<file path="src/rtl/nvdla_package.sv">
// Shared definitions for the NVDLA DBB AXI adapter.
// Holds the adapter FSM state encoding and the default interface widths
// used as parameter defaults by nvdla_dbb_axi_adapter.
package nvdla_package;

  typedef enum logic [2:0] {
    ST_IDLE  = 3'd0,
    ST_REQ   = 3'd1,
    ST_WDATA = 3'd2,
    ST_WRESP = 3'd3,
    ST_RDATA = 3'd4
  } state_dbb_axi_fsm_t;

  localparam int unsigned DBB_ADDR_W    = 32'd32;
  localparam int unsigned DBB_DATA_W    = 32'd32;
  localparam int unsigned DBB_ID_W      = 32'd8;
  localparam int unsigned DBB_LEN_W     = 32'd4;
  localparam int unsigned DBB_REQ_DEPTH = 32'd2;

endpackage

</file>
<file path="src/rtl/nvdla_dbb_req_fifo.sv">
// Small synchronous FIFO buffering AXI address requests.
// Ports:
//   clk_i, rst_ni (async active-low), clear_i (sync flush)
//   push_i/data_i/ready_o : write side, push accepted only while ready_o
//   pop_i/data_o/empty_o  : read side, data_o is the head entry
// ready_o is registered: it is low during reset, rises one cycle after
// release, and stays low while full (a pop cannot free room for a push
// in the same cycle).
module nvdla_dbb_req_fifo #(
  parameter int unsigned DEPTH = 32'd2,
  parameter int unsigned WIDTH = 32'd8
) (
  input  logic             clk_i,
  input  logic             rst_ni,
  input  logic             clear_i,
  input  logic             push_i,
  input  logic [WIDTH-1:0] data_i,
  output logic             ready_o,
  input  logic             pop_i,
  output logic [WIDTH-1:0] data_o,
  output logic             empty_o
);

  localparam int unsigned      PTR_W    = $clog2(DEPTH);
  localparam logic [PTR_W:0]   FULL_CNT = (PTR_W+1)'(DEPTH);
  localparam logic [PTR_W-1:0] PTR_ONE  = (PTR_W)'(32'd1);

  logic [WIDTH-1:0] mem_r [DEPTH];
  logic [PTR_W-1:0] wr_ptr_r;
  logic [PTR_W-1:0] rd_ptr_r;
  logic [PTR_W:0]   count_r;
  logic [PTR_W:0]   count_next_s;
  logic             ready_r;
  logic             push_s;
  logic             pop_s;

  assign push_s  = push_i & ready_r;
  assign pop_s   = pop_i & ~empty_o;
  assign empty_o = (count_r == {(PTR_W+1){1'b0}});
  assign ready_o = ready_r;
  assign data_o  = mem_r[rd_ptr_r];

  // Occupancy after this cycle's push/pop
  always_comb begin
    count_next_s = count_r + {{PTR_W{1'b0}}, push_s} - {{PTR_W{1'b0}}, pop_s};
  end

  // Pointers, occupancy and registered ready
  always_ff @(posedge clk_i or negedge rst_ni) begin
    if (!rst_ni) begin
      wr_ptr_r <= {PTR_W{1'b0}};
      rd_ptr_r <= {PTR_W{1'b0}};
      count_r  <= {(PTR_W+1){1'b0}};
      ready_r  <= 1'b0;
    end else if (clear_i) begin
      wr_ptr_r <= {PTR_W{1'b0}};
      rd_ptr_r <= {PTR_W{1'b0}};
      count_r  <= {(PTR_W+1){1'b0}};
      ready_r  <= 1'b1;
    end else begin
      if (push_s) begin
        wr_ptr_r <= wr_ptr_r + PTR_ONE;
      end
      if (pop_s) begin
        rd_ptr_r <= rd_ptr_r + PTR_ONE;
      end
      count_r <= count_next_s;
      ready_r <= (count_next_s != FULL_CNT);
    end
  end

  // Entry storage; contents are only meaningful behind the pointers, so no reset
  always_ff @(posedge clk_i) begin
    if (push_s) begin
      mem_r[wr_ptr_r] <= data_i;
    end
  end

endmodule

</file>
<file path="src/rtl/nvdla_dbb_axi_adapter.sv">
// NVDLA DBB AXI-style slave adapter.
// Terminates AW/W/B and AR/R, buffers address requests in two FIFOs,
// arbitrates reads against writes round-robin and presents one transaction
// at a time on a flat req / wd / wr / rd interface.
// Ports:
//   clk_i, rst_ni (async active-low), clear_i (sync clear of everything)
//   aw_* / w_* / b_*    : AXI write address, data, response
//   ar_* / r_*          : AXI read address, data
//   req_*               : downstream request, req_len_o in beats (len+1)
//   wd_* / wr_* / rd_*  : downstream write data, write response, read data
//   busy_o              : a transaction is in flight
//   err_o               : sticky protocol error
// Build option: define NVDLA_DBB_ERR_CHECK_EN to enable protocol checking
// (beat count vs. last flag, response IDs); otherwise err_o is tied low.
module nvdla_dbb_axi_adapter
  import nvdla_package::*;
#(
  parameter int unsigned ADDR_W    = DBB_ADDR_W,
  parameter int unsigned DATA_W    = DBB_DATA_W,
  parameter int unsigned ID_W      = DBB_ID_W,
  parameter int unsigned LEN_W     = DBB_LEN_W,
  parameter int unsigned REQ_DEPTH = DBB_REQ_DEPTH
) (
  input  logic                clk_i,
  input  logic                rst_ni,
  input  logic                clear_i,
  input  logic                aw_valid_i,
  output logic                aw_ready_o,
  input  logic [ADDR_W-1:0]   aw_addr_i,
  input  logic [ID_W-1:0]     aw_id_i,
  input  logic [LEN_W-1:0]    aw_len_i,
  input  logic                w_valid_i,
  output logic                w_ready_o,
  input  logic [DATA_W-1:0]   w_data_i,
  input  logic [DATA_W/8-1:0] w_strb_i,
  input  logic                w_last_i,
  output logic                b_valid_o,
  input  logic                b_ready_i,
  output logic [ID_W-1:0]     b_id_o,
  input  logic                ar_valid_i,
  output logic                ar_ready_o,
  input  logic [ADDR_W-1:0]   ar_addr_i,
  input  logic [ID_W-1:0]     ar_id_i,
  input  logic [LEN_W-1:0]    ar_len_i,
  output logic                r_valid_o,
  input  logic                r_ready_i,
  output logic [DATA_W-1:0]   r_data_o,
  output logic [ID_W-1:0]     r_id_o,
  output logic                r_last_o,
  output logic                req_valid_o,
  input  logic                req_ready_i,
  output logic                req_write_o,
  output logic [ADDR_W-1:0]   req_addr_o,
  output logic [ID_W-1:0]     req_id_o,
  output logic [LEN_W:0]      req_len_o,
  output logic                wd_valid_o,
  input  logic                wd_ready_i,
  output logic [DATA_W-1:0]   wd_data_o,
  output logic [DATA_W/8-1:0] wd_strb_o,
  output logic                wd_last_o,
  input  logic                wr_valid_i,
  output logic                wr_ready_o,
  input  logic [ID_W-1:0]     wr_id_i,
  input  logic                rd_valid_i,
  output logic                rd_ready_o,
  input  logic [DATA_W-1:0]   rd_data_i,
  input  logic [ID_W-1:0]     rd_id_i,
  input  logic                rd_last_i,
  output logic                busy_o,
  output logic                err_o
);

  localparam int unsigned    REQ_W    = ADDR_W + ID_W + LEN_W;
  localparam logic [LEN_W:0] ONE_BEAT = (LEN_W+1)'(32'd1);

  state_dbb_axi_fsm_t state_r;
  logic               prio_write_r;
  logic               req_valid_r;
  logic               req_write_r;
  logic [ADDR_W-1:0]  req_addr_r;
  logic [ID_W-1:0]    req_id_r;
  logic [LEN_W:0]     req_len_r;

  logic [REQ_W-1:0]   aw_head_s;
  logic [REQ_W-1:0]   ar_head_s;
  logic [REQ_W-1:0]   head_s;
  logic               aw_empty_s;
  logic               ar_empty_s;
  logic               grant_w_s;
  logic               grant_r_s;
  logic               in_wdata_s;
  logic               in_wresp_s;
  logic               in_rdata_s;
  logic               w_hs_s;
  logic               b_hs_s;
  logic               r_hs_s;

  nvdla_dbb_req_fifo #(.DEPTH(REQ_DEPTH), .WIDTH(REQ_W)) u_aw_fifo (
    .clk_i   (clk_i),
    .rst_ni  (rst_ni),
    .clear_i (clear_i),
    .push_i  (aw_valid_i),
    .data_i  ({aw_addr_i, aw_id_i, aw_len_i}),
    .ready_o (aw_ready_o),
    .pop_i   (grant_w_s),
    .data_o  (aw_head_s),
    .empty_o (aw_empty_s)
  );

  nvdla_dbb_req_fifo #(.DEPTH(REQ_DEPTH), .WIDTH(REQ_W)) u_ar_fifo (
    .clk_i   (clk_i),
    .rst_ni  (rst_ni),
    .clear_i (clear_i),
    .push_i  (ar_valid_i),
    .data_i  ({ar_addr_i, ar_id_i, ar_len_i}),
    .ready_o (ar_ready_o),
    .pop_i   (grant_r_s),
    .data_o  (ar_head_s),
    .empty_o (ar_empty_s)
  );

  // Round-robin pick between the address FIFOs; a lone non-empty FIFO always wins
  always_comb begin
    grant_w_s = 1'b0;
    grant_r_s = 1'b0;
    if (state_r == ST_IDLE) begin
      if (!aw_empty_s && (ar_empty_s || prio_write_r)) begin
        grant_w_s = 1'b1;
      end else if (!ar_empty_s) begin
        grant_r_s = 1'b1;
      end else begin
        grant_w_s = 1'b0;
      end
    end else begin
      grant_r_s = 1'b0;
    end
  end

  assign head_s     = grant_w_s ? aw_head_s : ar_head_s;
  assign in_wdata_s = (state_r == ST_WDATA);
  assign in_wresp_s = (state_r == ST_WRESP);
  assign in_rdata_s = (state_r == ST_RDATA);
  assign w_hs_s     = in_wdata_s & w_valid_i & wd_ready_i;
  assign b_hs_s     = in_wresp_s & wr_valid_i & b_ready_i;
  assign r_hs_s     = in_rdata_s & rd_valid_i & r_ready_i;

  // Transaction FSM with the registered request fields
  always_ff @(posedge clk_i or negedge rst_ni) begin
    if (!rst_ni) begin
      state_r      <= ST_IDLE;
      prio_write_r <= 1'b1;
      req_valid_r  <= 1'b0;
      req_write_r  <= 1'b0;
      req_addr_r   <= {ADDR_W{1'b0}};
      req_id_r     <= {ID_W{1'b0}};
      req_len_r    <= {(LEN_W+1){1'b0}};
    end else if (clear_i) begin
      state_r      <= ST_IDLE;
      prio_write_r <= 1'b1;
      req_valid_r  <= 1'b0;
      req_write_r  <= 1'b0;
      req_addr_r   <= {ADDR_W{1'b0}};
      req_id_r     <= {ID_W{1'b0}};
      req_len_r    <= {(LEN_W+1){1'b0}};
    end else begin
      case (state_r)
        ST_IDLE: begin
          if (grant_w_s || grant_r_s) begin
            req_valid_r  <= 1'b1;
            req_write_r  <= grant_w_s;
            req_addr_r   <= head_s[REQ_W-1 -: ADDR_W];
            req_id_r     <= head_s[LEN_W +: ID_W];
            req_len_r    <= {1'b0, head_s[LEN_W-1:0]} + ONE_BEAT;
            // Next grant favours the other transaction type
            prio_write_r <= grant_r_s;
            state_r      <= ST_REQ;
          end
        end
        ST_REQ: begin
          if (req_ready_i) begin
            req_valid_r <= 1'b0;
            state_r     <= req_write_r ? ST_WDATA : ST_RDATA;
          end
        end
        ST_WDATA: begin
          if (w_hs_s && w_last_i) begin
            state_r <= ST_WRESP;
          end
        end
        ST_WRESP: begin
          if (b_hs_s) begin
            state_r <= ST_IDLE;
          end
        end
        ST_RDATA: begin
          if (r_hs_s && rd_last_i) begin
            state_r <= ST_IDLE;
          end
        end
        default: begin
          state_r <= ST_IDLE;
        end
      endcase
    end
  end

  assign req_valid_o = req_valid_r;
  assign req_write_o = req_write_r;
  assign req_addr_o  = req_addr_r;
  assign req_id_o    = req_id_r;
  assign req_len_o   = req_len_r;
  assign busy_o      = (state_r != ST_IDLE);

  // Data and response paths are pure pass-through, gated by the FSM state
  assign wd_valid_o = in_wdata_s & w_valid_i;
  assign w_ready_o  = in_wdata_s & wd_ready_i;
  assign wd_data_o  = w_data_i;
  assign wd_strb_o  = w_strb_i;
  assign wd_last_o  = w_last_i;
  assign b_valid_o  = in_wresp_s & wr_valid_i;
  assign wr_ready_o = in_wresp_s & b_ready_i;
  assign b_id_o     = wr_id_i;
  assign r_valid_o  = in_rdata_s & rd_valid_i;
  assign rd_ready_o = in_rdata_s & r_ready_i;
  assign r_data_o   = rd_data_i;
  assign r_id_o     = rd_id_i;
  assign r_last_o   = rd_last_i;

`ifdef NVDLA_DBB_ERR_CHECK_EN
  logic [LEN_W:0] beat_cnt_r;
  logic [LEN_W:0] last_idx_s;
  logic           err_r;

  assign last_idx_s = req_len_r - ONE_BEAT;

  // Beat counter and sticky protocol error; the transaction still ends on the last flag
  always_ff @(posedge clk_i or negedge rst_ni) begin
    if (!rst_ni) begin
      beat_cnt_r <= {(LEN_W+1){1'b0}};
      err_r      <= 1'b0;
    end else if (clear_i) begin
      beat_cnt_r <= {(LEN_W+1){1'b0}};
      err_r      <= 1'b0;
    end else begin
      if ((state_r == ST_REQ) && req_ready_i) begin
        beat_cnt_r <= {(LEN_W+1){1'b0}};
      end else if (w_hs_s || r_hs_s) begin
        beat_cnt_r <= beat_cnt_r + ONE_BEAT;
      end
      if (w_hs_s && (w_last_i != (beat_cnt_r == last_idx_s))) begin
        err_r <= 1'b1;
      end
      if (b_hs_s && (wr_id_i != req_id_r)) begin
        err_r <= 1'b1;
      end
      if (r_hs_s && ((rd_id_i != req_id_r) || (rd_last_i && (beat_cnt_r != last_idx_s)))) begin
        err_r <= 1'b1;
      end
    end
  end

  assign err_o = err_r;
`else
  assign err_o = 1'b0;
`endif

endmodule

</file>
<file path="config.mk">
export PLATFORM = sky130hd
export DESIGN_NAME = nvdla_dbb_axi_adapter
export DESIGN_NICKNAME = d
export VERILOG_FILES = /design/src/rtl/nvdla_package.sv /design/src/rtl/nvdla_dbb_req_fifo.sv /design/src/rtl/nvdla_dbb_axi_adapter.sv
export SDC_FILE = /design/constraint.sdc
export NUM_CORES = 1
export LEC_CHECK = 0
export CORE_ASPECT_RATIO = 1.25
export CORE_UTILIZATION = 42
export CTS_CLUSTER_SIZE = 12
export DETAILED_ROUTE_END_ITERATION = 8
export PLACE_DENSITY = 0.8
export SYNTH_ARGS = -nofsm -noshare
export SYNTH_HDL_FRONTEND = slang
export SYNTH_HIERARCHICAL = 1
export SYNTH_SLANG_ARGS = --single-unit
</file>
<file path="constraint.sdc">
create_clock -name clk_i -period 2.51 [get_ports clk_i]
set_clock_uncertainty 0.1 [all_clocks]
set_input_delay 0.251 -clock clk_i [delete_from_list [all_inputs] [get_ports clk_i]]
set_output_delay 0.251 -clock clk_i [all_outputs]
set_load 0.02 [all_outputs]
</file>
* Yosys cells after proc, flatten, opt, wreduce, memory -nomap -nowiden
Memory sizes are Yosys's and may differ from the RTL's.
Index checks and enable logic that the tools add are counted.
** Storage, ports and cells
- Flip-flop bits (word level) :: 61
- Memory bits (writable) :: 176
- Bits of input ports :: 186
- Output and inout bits :: 143
- Logic and storage cells :: 121
- Memories kept :: 2
** Cells by class
- Add/subtract/negate cells :: 9
- Eq/ne operators :: 11
- Muxes and demuxes :: 49
- Bitwise gates (word level) :: 15
- Reductions and logical operators :: 20
** Memories
- u_ar_fifo.mem_r :: words 2, width 44, read ports 1, clocked after memory_dff 0, write ports 1, RTL line nvdla_dbb_req_fifo.sv:28 : logic [WIDTH-1:0] mem_r [DEPTH];
- u_aw_fifo.mem_r :: words 2, width 44, read ports 1, clocked after memory_dff 0, write ports 1, RTL line nvdla_dbb_req_fifo.sv:28
** Operators by type and width (count)
- 32-bit two-way mux :: 3
- 44-bit two-way mux :: 1
- 1-bit two-way mux :: 28
- 8-bit two-way mux :: 3
- 3-bit two-way mux :: 7
- 5-bit two-way mux :: 3
- 3-bit one-hot mux with 5 select lines :: 1
- 1-bit AND :: 13
- 3-bit by 2-bit inequality test with 1-bit output, second input constant :: 4
- 2-bit nonzero test :: 6
- 3-bit by 2-bit equality test with 1-bit output, second input constant :: 2
- 3-bit nonzero test :: 2
- 4-bit by 1-bit adder with 5-bit output, second input constant :: 1
- 5-bit AND reduction :: 1
- 1-bit adder, second input constant :: 4
- 2-bit by 1-bit adder with 2-bit output :: 2
- 2-bit logical NOT :: 2
- 2-bit two-way mux :: 2
- 2-bit inequality test, second input constant :: 2
- 2-bit by 1-bit subtractor with 2-bit output :: 2
- 3-bit by 1-bit equality test with 1-bit output, second input constant :: 1
- 3-bit equality test, second input constant :: 1
- 1-bit logical AND :: 3
- 3-bit logical NOT :: 1
- other kinds (7) :: 9

* Longest topological paths before layout
Gate-level depths: netlist of the first run.
- Word-level depth :: 10
- Depth in mapped cells :: 11

* Cells and area by module
The synthesis of the first run kept the hierarchy.
** Modules (own cells, without submodules)
- nvdla_dbb_req_fifo :: instances 2, cells each 160, area an instance 3428.3 sq um
- nvdla_dbb_axi_adapter :: instances 1, cells each 309, area an instance 3245.6 sq um

* Worst setup path before layout of the first run
No wires, ideal clock.
- Kind :: reg2reg
- From :: reg state_r[1]
- To :: reg u_ar_fifo.ready_r, in the netlist u_ar_fifo/ready_o
- Library setup time :: 0.132 ns
- Data arrival time :: 2.335 ns
- Data required time :: 2.278 ns
- Slack :: -0.056 ns
- Stages on the path, launching flop included :: 10
- Path buffers :: 1
- Clock period less this slack :: 2.566 ns
- Path through :: dfrtp_1 > or3_4 > nor3_1 > clkbuf_4 > o21a_2 > ha_1 > inv_1 > ha_1 > xnor3_1 > or3_1
** Between the ends
- Longest elaborated chain between the ends :: 6
** RTL lines
- start: declaration :: RTL line nvdla_dbb_axi_adapter.sv:76 : state_dbb_axi_fsm_t state_r;
- start signal: assignment :: RTL line nvdla_dbb_axi_adapter.sv:182 : state_r <= req_write_r ? ST_WDATA : ST_RDATA;
- 3-bit logical NOT :: RTL line nvdla_dbb_axi_adapter.sv:126 : if (state_r == ST_IDLE) begin
- 1-bit two-way mux :: RTL line nvdla_dbb_axi_adapter.sv:126
- via grant_r_s :: RTL line nvdla_dbb_axi_adapter.sv:90 : logic grant_r_s;
- 1-bit AND :: RTL line nvdla_dbb_req_fifo.sv:38 : assign pop_s = pop_i & ~empty_o;
- 2-bit by 1-bit subtractor with 2-bit output :: RTL line nvdla_dbb_req_fifo.sv:45 : count_next_s = count_r + {{PTR_W{1'b0}}, push_s} - {{PTR_W{1'b0}}, pop_s};
- 2-bit inequality test :: RTL line nvdla_dbb_req_fifo.sv:68 : ready_r <= (count_next_s != FULL_CNT);
- 1-bit two-way mux :: RTL line nvdla_dbb_req_fifo.sv:55 : end else if (clear_i) begin
- end signal: assignment :: RTL line nvdla_dbb_req_fifo.sv:68
- end: declaration :: RTL line nvdla_dbb_req_fifo.sv:33 : logic ready_r;
The timed path passes the listed nets, and every way through them passes these cells.
A chain may end at the register's enable or synchronous reset.

* Final worst setup path of the first run
- From :: reg state_r[0]
- To :: reg u_aw_fifo.ready_r, in the netlist u_aw_fifo/ready_o
** Between the ends
- Longest elaborated chain between the ends :: 6
** RTL lines
- 3-bit logical NOT :: RTL line nvdla_dbb_axi_adapter.sv:126
- 1-bit two-way mux :: RTL line nvdla_dbb_axi_adapter.sv:126
- via grant_w_s :: RTL line nvdla_dbb_axi_adapter.sv:89 : logic grant_w_s;
- 1-bit AND :: RTL line nvdla_dbb_req_fifo.sv:38
- 2-bit by 1-bit subtractor with 2-bit output :: RTL line nvdla_dbb_req_fifo.sv:45
- 2-bit inequality test :: RTL line nvdla_dbb_req_fifo.sv:68
- 1-bit two-way mux :: RTL line nvdla_dbb_req_fifo.sv:55
- end signal: assignment :: RTL line nvdla_dbb_req_fifo.sv:68
- end: declaration :: RTL line nvdla_dbb_req_fifo.sv:33
The timed path passes the listed nets, and every way through them passes these cells.

==> summary.txt, run 1 <==
Run status
  • Outcome: completed

Clock network
  • H-tree levels: 1
  • Clk buf depth: 3
  • Reg clk slew, reported paths: 0.06 ns
  • Clk sinks: 237
  • Num CTS Buffers: 25
  • Clk root buf: clkbuf_16
  • TritonCTS clock tree: built
  • Clk_lat worst skew: 0.51 ns
  • Postcts setup bufs: 0

Yosys
  • Post-Syn Instances: 629
  • Syn Nets: 820
  • Ys async rst share: 0.257
  • Syn. warnings: 6
  • Top cells by area, synth: edfxtp_1 52%, dfrtp_1 15%, mux2_1 8.7%
  • Area leader, netlist: edfxtp_1
  • Synthesized flop and latch total: 237
  • Synthesized area: 10100 µm²
  • Avg Cell Area, Syn: 16.1 µm²
  • Yosys top cell area share: 0.523
  • Post-synth EDFFs: 176
  • Ys flop type: edfxtp_1
  • Synth cell types: 51
  • Sequential-to-total area share from yosys stat: 0.674

Layout
  • N_diodes: 0
  • Layout cell share with drive strength beyond 1: 0.121
  • Area of the multi-input gates: 2500 µm²
  • Area occupied by registers: 6820 µm²
  • Area grow syn2layout: 21.5%
  • Fill cells: 1920
  • Final instance area: 12300 µm²
  • Post-layout nets: 916

Setup path
  • CP arrival: 2.71 ns
  • Top fanout value on the critical path: 6
  • Critical Path RT: 2.80 ns
  • Crit path kind: reg -> reg
  • Worst Setup End Kind: register
  • Startpoint types: register

Drt
  • Detail Route Antenna Nets: 0
  • Wirelength per Cell: 23.8 µm
  • DRT iter0 DRCs: 212
  • Number of detailed-route iterations in the first pass: 4
  • Vias after detailed routing: 5533
  • Routed vias/inst: 5.34
  • Routed WL: 24600 µm
  • DRC: 0

Place
  • HPWL Detailed: 16500 µm
  • Routability cong.: 0.791
  • Placement-stage cell area: 11500 µm²
  • Input/output buffers: 159

Floorplan
  • I/O pin count: 329
  • Core area: 23600 µm²
  • Starting density of the core: 0.427
  • Die area: 24700 µm²
  • Die Span Y: 175 µm
  • Floorplan row count: 63
  • Chip Width: 141 µm

Timing
  • Tmin final: 2.41 ns
  • Setup-failing EPs final: 0
  • Final Slew Violations: 0
  • Final setup TNS: 0 ns
  • RSZ-0062 raised after global routing: no
  • Worst-Margin Slew: 0.896 ns
  • Worst rel slew slack: 0.402
  • Period utilisation layout: 0.962
  • Final hold vios: 0
  • Max Fclk: 414 MHz

GRT
  • GRT Total Usage: 0.202
  • Vias in the first global route: 5977
  • Global-route wire length before repair: 36600 µm
  • Largest net degree at the start of global routing: 62
  • Initial antenna violation count: 1
  • GRT overflow: 0

Worst hold path
  • Worst hold path class: in -> reg

Power
  • Power per Cell Area: 1100 nW/µm²
  • VDD IR max: 0.000657 V
  • Pleak: 4.61 nW

Run
  • Number of max-cap violations: 0
-- critical path, cell delays in order (launching register included) --
cell,delay [ns]
dfrtp_1,0.38
or3_4,0.43
or2_4,0.26
clkinv_4,0.08
o21a_4,0.14
ha_4,0.19
inv_2,0.06
ha_4,0.11
xnor3_1,0.21
or3_1,0.35
-- final cells by class --
cell class / count / area share
tap: 292 / 0.0298
timing repair buffer: 183 / 0.147
inverter: 7 / 0.00255
clock buffer: 39 / 0.0561
multi-input combinational: 271 / 0.204
clock inverter: 7 / 0.00499
sequential: 237 / 0.555
-- metrics by stage --
step / std cells / power (W) / worst slack [ns] / util / hold WS [ns]
after global placement: 989 / 0.0101 / 0.123 / 0.487 / 0.342
after global routing: 1036 / 0.0141 / 0.000116 / 0.519 / 0.198
after detailed placement: 989 / 0.0102 / 0.0798 / 0.487 / 0.340
after floorplan: 629 / 0.00845 / 0.00166 / - / -0.145
final: 1036 / 0.0135 / 0.0961 / 0.519 / 0.211
after CTS: 1036 / 0.0136 / 0.0699 / 0.519 / 0.189
-- path summary, 6_finish.rpt --
| check | endpoint | depth (start not counted) | from | slack (ns) |
|---|---|---|---|---|
| min reg2reg | req_addr_o[2] | 1 | req_addr_o[2] | 0.39 |
| max | u_aw_fifo/ready_o | 9 | state_r[0] | 0.1 |
| min in group asynchronous | req_len_o[4] | 2 | rst_ni | 0.29 |
| max reg2reg | u_aw_fifo/ready_o | 9 | state_r[0] | 0.1 |
| max in group asynchronous | u_aw_fifo/rd_ptr_r | 2 | rst_ni | 1.40 |
| min | u_ar_fifo/mem_r[1][25] | 1 | ar_addr_i[13] | 0.21 |
-- power breakdown --
| group | internal, W | total, W | switching [W] |
|---|---|---|---|
| combinational | 0.00209 | 0.00455 | 0.00246 |
| clock | 0.00198 | 0.00340 | 0.00142 |
| sequential | 0.00510 | 0.00551 | 0.000402 |
| total | 0.00918 | 0.0135 | 0.00428 |
-- repair_timing --
action / 4_1_cts / 5_1_grt
hold buffers: 1 / 0
hold endpoints to repair: 60 / 0
pin swaps: 0 / 1
resized for setup: 2 / 2
cloned: 0 / 0
endpoints found under the setup margin: 2 / 39
-- synthesized netlist by cell type (2+ instances only) --
cell	instances
mux2_1	78
ha_1	5
dfrtp_1	60
xnor3_1	2
nand2_1	9
mux2_2	14
buf_6	2
or3_1	2
mux2i_1	42
nand3b_1	2
o21a_2	2
buf_4	89
inv_1	6
nor3b_1	3
nor2b_1	6
a21oi_1	5
o21bai_1	2
buf_2	18
nor2_1	20
xor2_1	3
o2bb2ai_1	36
nand2b_1	2
edfxtp_1	176
nand3_1	3
nor3_1	3
and3_1	5
a211oi_1	6
a211o_1	2
a21bo_2	2
clkbuf_1	3
-- placed cells by master, fill, tap and decap left out, types with 3 or more instances in the layout --
master / instances
a211oi_1: 6
a21oi_1: 5
and3_1: 3
buf_12: 3
buf_4: 20
clkbuf_1: 13
clkbuf_16: 25
clkdlybuf4s50_1: 156
clkinv_2: 3
dfrtp_1: 58
edfxtp_1: 176
ha_1: 3
inv_1: 3
inv_2: 3
mux2_1: 78
mux2_2: 14
mux2i_1: 42
nand2_1: 9
nand3_1: 3
nor2_1: 19
nor2b_1: 6
nor3b_1: 3
o2bb2ai_1: 36
xor2_1: 3
-- cell families after synthesis --
family / count (synthesis) / share of synthesized area
DFF: 237 / 0.674
xor gates and xnor gates: 5 / 0.00706
AOI/OAI and AO/OA: 62 / 0.0508
muxes: 134 / 0.144
other: 1 / 0.000371
and+or+nand+nor: 64 / 0.0344
adders and majority gates: 5 / 0.00619
buffers and inverters: 121 / 0.0826
-- registers in the layout (all words and copies together) (netlist names) --
register	cells
u_aw_fifo/ready_o	1
req_id_o	8
req_write_o	1
u_aw_fifo/rd_ptr_r	1
u_aw_fifo/wr_ptr_r	1
u_ar_fifo/count_r	2
u_aw_fifo/mem_r	88
u_ar_fifo/ready_o	1
state_r	3
req_valid_o	1
prio_write_r	1
u_ar_fifo/wr_ptr_r	1
u_ar_fifo/mem_r	88
req_len_o	5
u_aw_fifo/count_r	2
u_ar_fifo/rd_ptr_r	1
req_addr_o	32
-- metal layers --
| metal | part of all wire | vias up | track usage |
|---|---|---|---|
| met1 | 0.36 | 2765 | 0.217 |
| met5 | 0.00053 | - | 0.00405 |
| met2 | 0.51 | 223 | 0.358 |
| li1 | - | 2462 | - |
| met3 | 0.090 | 81 | 0.0703 |
| met4 | 0.039 | 2 | 0.0856 |
(Power assumes the default switching activity.)
==> inputs of run 2 (changes only) <==
--- a/config.mk
+++ b/config.mk
@@ -6,10 +6,11 @@
 export NUM_CORES = 1
 export LEC_CHECK = 0
 export CORE_ASPECT_RATIO = 1.25
-export CORE_UTILIZATION = 42
+export CORE_UTILIZATION = 57
 export CTS_CLUSTER_SIZE = 12
 export DETAILED_ROUTE_END_ITERATION = 8
-export PLACE_DENSITY = 0.8
+export DONT_BUFFER_PORTS = 1
+export PLACE_DENSITY = 0.78
 export SYNTH_ARGS = -nofsm -noshare
 export SYNTH_HDL_FRONTEND = slang
 export SYNTH_HIERARCHICAL = 1
==> run 2 against run 1 <==
  * Combinational power shrank 27%
  * Global-route usage grew 5.8 points
  * Largest cell class unchanged
  * Largest power group unchanged
  * Highest routed layer unchanged
  * Sequential power grew 8.9%
  * Critical path type unchanged
  * Sequential share of layout area grew 3.7 points
  * Count of clock-buffer cells in the layout shrank 1
==> summary.txt, run 2 (same netlist as run 1, synthesis figures left out) <==
Power
  • Int Pwr: 0.00837 W
  • Comb power frac: 0.266
  • VDD IR max: 0.000794 V
  • P_sw: 0.00417 W
  • Pleak: 4.37 nW
  • Clk pwr share: 0.256
  • Sequential Power Share: 0.478
  • Power per Cell Area: 1090 nW/µm²
  • Switching Share: 0.332

Floorplan
  • Chip Width: 121 µm
  • I/O pin count: 329
  • Die Span Y: 151 µm
  • Starting density of the core: 0.580
  • Die area: 18300 µm²
  • Core area: 17400 µm²
  • Floorplan row count: 54

GRT
  • GRT overflow: 0
  • Vias in the first global route: 5853
  • Global-route wire length before repair: 34800 µm
  • GRT Total Usage: 0.259
  • Initial antenna violation count: 1
  • Largest net degree at the start of global routing: 62

Clock network
  • Clk sinks: 237
  • Reg clk slew, reported paths: 0.06 ns
  • Clk_lat worst skew: 0.50 ns
  • Clk buf depth: 3
  • Num CTS Buffers: 24
  • H-tree levels: 1
  • Postcts setup bufs: 0
  • TritonCTS clock tree: built
  • Clk root buf: clkbuf_16

Layout
  • Area grow syn2layout: 13.8%
  • Most frequent cells in the layout: 176 x edfxtp_1, 93 x dlygate4sd3_1, 78 x mux2_1, 58 x dfrtp_1, 42 x mux2i_1
  • Layout cell share with drive strength beyond 1: 0.132
  • Commonest non-fill, non-tap cell in the layout: edfxtp_1
  • Non-filler cells in the finished layout: 901
  • Post-layout nets: 851

Drt
  • Wirelength per Cell: 26.6 µm
  • Routed WL: 23900 µm
  • Number of detailed-route iterations in the first pass: 4
  • Top sig layer: met5
  • Vias after detailed routing: 5455
  • Routed length on met1: 8300 µm
  • Routed wl met3: 2660 µm
  • Routed vias/inst: 6.05
  • DRT iter0 DRCs: 425
  • Detail Route Antenna Nets: 0
  • DRC: 0
  • Routed length on met2: 12100 µm

Worst hold path
  • Worst hold path class: in -> reg

Timing
  • WHS: 0.00869 ns
  • Final hold vios: 0
  • Worst rel slew slack: 0.232
  • Max Fclk: 408 MHz
  • Period utilisation layout: 0.976
  • Worst-Margin Slew: 1.15 ns
  • Final Slew Violations: 0
  • Setup-failing EPs final: 0
  • Tmin final: 2.45 ns

Place
  • Input/output buffers: 0
  • HPWL Detailed: 14700 µm
  • Routability cong.: 0.774
  • Placed cells: 764

Setup path
  • Startpoint types: register
  • Crit path kind: reg -> reg
  • CP arrival: 2.73 ns
  • Critical Path RT: 2.79 ns
  • Worst Setup End Kind: register
  • Top fanout value on the critical path: 17

Run
  • Number of max-cap violations: 0

Run status
  • Outcome: completed
run 2: cell count changes in the layout (fill, tap and decap cells not counted), moves of 2 or more:
cell	delta
dlygate4sd2_1	-2
buf_4	+3
dlygate4sd3_1	+92
clkdlybuf4s50_1	-156
run 2: per-stage QoR:
step                 util   TNS, ns  setup slack (ns)  power, W  cell area, µm²
finish              0.660         0            0.0598    0.0125           11500
global route        0.660  -0.00233          -0.00233    0.0130           11500
CTS                 0.659         0            0.0428    0.0125           11500
detailed placement  0.565         0            0.0790   0.00916            9840
global placement    0.565         0             0.131   0.00899            9840
floorplan               -         0           0.00166   0.00845           10100
run 2: what timing repair did:
action,4_1_cts,5_1_grt
endpoints found under the setup margin,0,1
endpoints found under the hold margin,260,0
hold buffers,94,0
resized for setup,0,2
run 2: routing by layer:
layer,GRT usage,vias up
li1,-,2326
met3,0.101,81
met2,0.446,329
met5,0.0142,-
met1,0.288,2717
met4,0.102,2
run 2: worst max-delay path: stages, from the launching register on:
cell     delay (ns)
dfrtp_1        0.38
or3_4          0.42
or2_4          0.27
buf_4          0.24
a21o_1         0.22
ha_1           0.26
nor2b_1        0.13
mux2_2         0.31
run 2: area by class of cell:
cell class	instances	area (µm²)
repair buffers	119	1170
clock buffers	38	674
fillers	1199	5930
clock inverters	4	18.8
flip-flops and latches	237	6820
inverters	7	31.3
multi-input cells	271	2510
well taps	224	280
diodes	1	2.50
run 2: final timing paths:
kind	from	end	slack, ns	depth (start not counted)
setup / recovery	state_r[2]	req_len_o[1]	0.06	7
min in group asynchronous	rst_ni	req_addr_o[26]	0.20	2
hold / removal	wr_valid_i	state_r[1]	0.009	3
hold reg to reg	u_aw_fifo/wr_ptr_r	u_aw_fifo/wr_ptr_r	0.51	2
max in group asynchronous	rst_ni	prio_write_r	1.79	2
setup reg to reg	state_r[2]	req_len_o[1]	0.06	7
run 2: power groups by stage:
stage               clock network, W  registers (W)  logic, W
global route                 0.00338        0.00608   0.00358
CTS                          0.00324        0.00599   0.00332
global placement                   0        0.00602   0.00298
detailed placement                 0        0.00605   0.00310
floorplan                          0        0.00589   0.00256
finish                       0.00320        0.00600   0.00333
